--- config.mk ---
export PLATFORM = sky130hd
export DESIGN_NAME = cdb_arbiter
export DESIGN_NICKNAME = d
export VERILOG_FILES = /design/src/rtl/cdb_arbiter.sv
export SDC_FILE = /design/constraint.sdc
export NUM_CORES = 1
export LEC_CHECK = 0
export ABC_AREA = 1
export CORE_MARGIN = 3
export CORE_UTILIZATION = 35
export DETAILED_ROUTE_END_ITERATION = 7
export PLACE_DENSITY = 0.7
export REMOVE_ABC_BUFFERS = 1
export SETUP_SLACK_MARGIN = 0.4
export SYNTH_ARGS = -nofsm -noshare
export SYNTH_HDL_FRONTEND = slang
export SYNTH_SLANG_ARGS = --single-unit
--- constraint.sdc ---
create_clock -name clock -period 3.3 [get_ports clock]
set_input_delay 0.495 -clock clock [delete_from_list [all_inputs] [get_ports clock]]
set_output_delay 0.495 -clock clock [all_outputs]
set_load 0.02 [all_outputs]
--- src/rtl/cdb_arbiter.sv ---
// Common data bus arbiter: round-robin grant among functional units,
// with a registered one-cycle broadcast of the winner's result.
module cdb_arbiter #(
    parameter int NUM_FU = 4,
    parameter int TAG_W  = 5,
    parameter int XLEN   = 32
) (
    input  logic                       clock,
    input  logic                       reset,
    input  logic                       squash,
    input  logic                       cdb_stall,
    input  logic [NUM_FU-1:0]          fu_done,
    input  logic [NUM_FU*TAG_W-1:0]    fu_rob_tag,
    input  logic [NUM_FU*XLEN-1:0]     fu_value,
    input  logic [NUM_FU-1:0]          fu_take_branch,
    input  logic [NUM_FU-1:0]          fu_mispredicted,
    output logic [NUM_FU-1:0]          fu_ack,
    output logic                       cdb_valid,
    output logic [TAG_W-1:0]           cdb_rob_tag,
    output logic [XLEN-1:0]            cdb_value,
    output logic                       cdb_take_branch,
    output logic                       cdb_mispredicted,
    output logic [$clog2(NUM_FU)-1:0]  grant_ptr
);

    localparam int PW = $clog2(NUM_FU);
    localparam int IW = PW + 1;

    logic [IW-1:0]    idx;
    logic [PW-1:0]    win;
    logic [PW-1:0]    next_ptr;
    logic             found;
    logic             grant;
    logic [TAG_W-1:0] sel_tag;
    logic [XLEN-1:0]  sel_value;
    logic             sel_take;
    logic             sel_misp;

    // Search ascending from grant_ptr; the extra index bit lets the
    // wrap work for non-power-of-two NUM_FU.
    always_comb begin
        idx   = '0;
        win   = '0;
        found = 1'b0;
        for (int k = 0; k < NUM_FU; k++) begin
            idx = {1'b0, grant_ptr} + IW'(k);
            if (idx >= IW'(NUM_FU))
                idx = idx - IW'(NUM_FU);
            if (!found && fu_done[idx[PW-1:0]]) begin
                found = 1'b1;
                win   = idx[PW-1:0];
            end
        end
    end

    assign grant = found & ~squash & ~cdb_stall & reset;

    always_comb begin
        fu_ack    = '0;
        sel_tag   = '0;
        sel_value = '0;
        sel_take  = 1'b0;
        sel_misp  = 1'b0;
        for (int i = 0; i < NUM_FU; i++) begin
            if (grant && win == PW'(i))
                fu_ack[i] = 1'b1;
        end
        // One-hot AND-OR mux keeps idle FUs' fields out of the result.
        for (int i = 0; i < NUM_FU; i++) begin
            if (fu_ack[i]) begin
                sel_tag   = fu_rob_tag[i*TAG_W +: TAG_W];
                sel_value = fu_value[i*XLEN +: XLEN];
                sel_take  = fu_take_branch[i];
                sel_misp  = fu_mispredicted[i];
            end
        end
    end

    assign next_ptr = (win == PW'(NUM_FU - 1)) ? '0 : win + PW'(1);

    always_ff @(posedge clock or negedge reset) begin
        if (!reset) begin
            cdb_valid        <= 1'b0;
            cdb_rob_tag      <= '0;
            cdb_value        <= '0;
            cdb_take_branch  <= 1'b0;
            cdb_mispredicted <= 1'b0;
            grant_ptr        <= '0;
        end else if (squash) begin
            cdb_valid <= 1'b0;
        end else if (cdb_stall) begin
            cdb_valid <= cdb_valid;
        end else if (grant) begin
            cdb_valid        <= 1'b1;
            cdb_rob_tag      <= sel_tag;
            cdb_value        <= sel_value;
            cdb_take_branch  <= sel_take;
            cdb_mispredicted <= sel_misp;
            grant_ptr        <= next_ptr;
        end else begin
            cdb_valid <= 1'b0;
        end
    end

endmodule

==> flow_summary.json <==
{
  "status": "completed",
  "rows": 38,
  "placedCellCount": 1044,
  "yosys_most_used_dff": "dfrtp_1",
  "drc": 0,
  "clock_latency_ns": 0.29,
  "dieArea_mm2": 0.0130,
  "comb_power_share_pct": 76.2,
  "die_w_um": 114,
  "cts_made_buffers": 5,
  "critPathSlowestCell": "dfrtp_2",
  "grt_overflow": 0,
  "fin_skew_ns": 0.00670,
  "synth_area_leaders": "nand2_1 27%, dfrtp_1 26%, nand4_1 13%",
  "yosysTopAreaCellShare_pct": 27.3,
  "p_sw_share_pct": 53.5,
  "async_flop_share_pct": 100,
  "clkPwrFrac_pct": 9.5,
  "n_antenna_cell": 0,
  "drt_iter0_drc": 467,
  "period_minus_slack_ns": 2.89,
  "internal-power_mw": 2.50,
  "drive_gt1_share_pct": 8.92,
  "hold_buffers": 0,
  "synth_edf_count": 0,
  "post_layout_nonfiller_instances": 1059,
  "final_util_pct": 59.3,
  "ant_nets": 0,
  "power_density_mw_per_mm2": 815,
  "worstMarginPinSlew_ns": 0.834,
  "portBuffers": 209,
  "ys_seq_area_share_pct": 25.7,
  "maxCapViolCount": 0,
  "synth_seq_cells": 42,
  "synth_commonest_cells": "298 x nand2_1, 99 x inv_1, 89 x nor2_1, 85 x nand4_1, 42 x dfrtp_1",
  "arrival_ns": 2.39,
  "hpwlAfterDp_um": 10900,
  "end_kind": "output pin",
  "wl_um": 15900,
  "viasPerCell": 4.98,
  "clock-root-buffer": "clkbuf_16",
  "path_class": "register to output pin",
  "core_mm2": 0.0111,
  "ys_warn_count": 0,
  "clk_pin_slew_ns": 0.06,
  "cp-start-kind": "register",
  "timing.rr.end": "cdb_value[30]$_DFFE_PN0P_",
  "slew_viol_final": 0,
  "cp.required_ns": 2.80,
  "start_util_pct": 36.8,
  "yosysUniqueCellTypes": 27,
  "grt_pass1_vias": 5095,
  "hold_path.class": "input pin to asynchronous set/reset pin",
  "ir_worst_vdd_mv": 0.790,
  "rsz0062_at_grt": "false",
  "grt_usage_pct": 23.2,
  "grt_max_degree": 85,
  "routedWlPerCell_um": 15.0,
  "fin_crit_sh_pct": 87.5,
  "rrSetupSlack_ns": 0.53,
  "synthesis.area_mm2": 0.00410,
  "worst-r2r-cell-count": 14,
  "p_sw_mw": 2.88,
  "die_h_um": 114,
  "power_mw": 5.38,
  "synthCells": 728,
  "synthToLayoutAreaGrowth_pct": 61.1,
  "clockBufferDepth": 2,
  "timing.fmax_mhz": 346,
  "io_pins": 210,
  "yosysTopAreaCell": "nand2_1",
  "reg2reg_from": "grant_ptr[0]$_DFFE_PN0P_",
  "htreeDepth": 2,
  "p_leak_nw": 3.56,
  "crit_path_max_incr_delay_ns": 0.48,
  "hold_viol_final": 0,
  "setup_viol": 0,
  "antenna_found_initial": 0,
  "yosysMostFrequentCell": "nand2_1",
  "cts_sinks": 42,
  "place.gp.congestion": 0.857,
  "critPathMaxFanout": 8,
  "cpMostUsedCell": "buf_4",
  "grt_pass1_wl_um": 24800,
  "synth_area_per_cell_um2": 5.63,
  "layout.nets": 1086,
  "dr.pass1.iters": 7,
  "p_seq_share_pct": 14.3,
  "n_fill_cell": 1086,
  "vias": 5270,
  "cts_tree": "built",
  "path_cells": "buf_4 > o21ai_0 > o21ai_2 > nand3b_1 > o2111ai_1 > o21ai_1 > buf_4 > ha_4 > inv_1 > nor2_4 > buf_6",
  "slew_headroom_pct": 44.4
}
[power groups by stage]
stage / combinational (mW) / clock [mW] / sequential, mW
after floorplan: 1.96 / 0 / 0.942
after CTS: 3.75 / 0.524 / 0.764
final: 4.10 / 0.509 / 0.769
after global placement: 3.53 / 0 / 0.767
after global routing: 4.47 / 0.545 / 0.790
after detailed placement: 3.62 / 0 / 0.770
[state kept, by name (all words and copies together) (netlist names)]
name	count
cdb_value	32
cdb_rob_tag	5
cdb_valid	1
cdb_take_branch	1
cdb_mispredicted	1
grant_ptr	2
[logic make-up after synthesis]
family / share of synthesized area, %
buffers and inverters: 17.6
DFF: 25.7
and+or+nand+nor: 53.3
AOI/OAI and AO/OA: 2.29
adders and majority gates: 1.22
[routing by layer]
| metal | up-vias | global-route usage [%] | wire, um |
|---|---|---|---|
| met5 | - | 0 | 0 |
| met4 | 0 | 5.30 | 242 |
| met3 | 20 | 5.29 | 1390 |
| met2 | 245 | 42.5 | 7740 |
| met1 | 2377 | 27.6 | 6520 |
| li1 | 2628 | - | - |
[cells in the final DEF (no fill, tap or decap), drive strengths merged, types with 5 or more instances in the layout]
cell type	count
buf	33
dfrtp	42
o21ai	5
nor2	91
nand4	85
clkbuf	7
a21oi	12
nand2	302
inv	105
nand3	21
clkdlybuf4s50	200
[how the worst max path moves through the flow]
stage	from	to	slack [ns]	depth (start not counted)
2_1_floorplan	squash	fu_ack[2]	-1.97	5
3_3_place_gp	fu_done[3]	fu_ack[3]	-0.07	15
3_5_place_dp	fu_done[3]	fu_ack[3]	-0.22	15
4_1_cts	fu_done[1]	fu_ack[1]	0.37	13
5_1_grt	grant_ptr[0]$_DFFE_PN0P_	fu_ack[3]	0.32	13
6_report	grant_ptr[0]$_DFFE_PN0P_	fu_ack[1]	0.41	11
[worst max-delay path, delay by kind of cell (launching register included)]
| family | cells | cell delay (ns) |
|---|---|---|
| and+or+nand+nor | 2 | 0.28 |
| DFF | 1 | 0.48 |
| buffers and inverters | 4 | 0.55 |
| adders and majority gates | 1 | 0.16 |
| AOI/OAI and AO/OA | 4 | 0.62 |
[cell type report]
cell class | count | area (um2) | area share [%]
Timing Repair Buffer | 237 | 2340 | 35.5
Tap cell | 140 | 175 | 2.65
Inverter | 108 | 418 | 6.33
Sequential cell | 42 | 1050 | 16.0
Clock inverter | 1 | 5.00 | 0.0758
Clock buffer | 7 | 143 | 2.16
Multi-Input combinational cell | 524 | 2460 | 37.3
[through the flow]
step                instance area, um2  hold WS, ns  setup TNS (ns)  setup slack (ns)
detailed placement                6230        0.465           -2.54            -0.220
CTS                               6410        0.357               0             0.368
floorplan                         3780        0.199          -74.74             -1.97
global route                      6600        0.387               0             0.320
global placement                  6230        0.463          -0.249           -0.0711
finish                            6600        0.341               0             0.413
[what timing repair did]
item / in CTS / in global routing
pin swaps: 1 / 14
setup buffers: 0 / 7
resized for setup: 31 / 42
setup endpoints to repair: 43 / 43
Note: power is estimated with default switching activity, not from simulation.
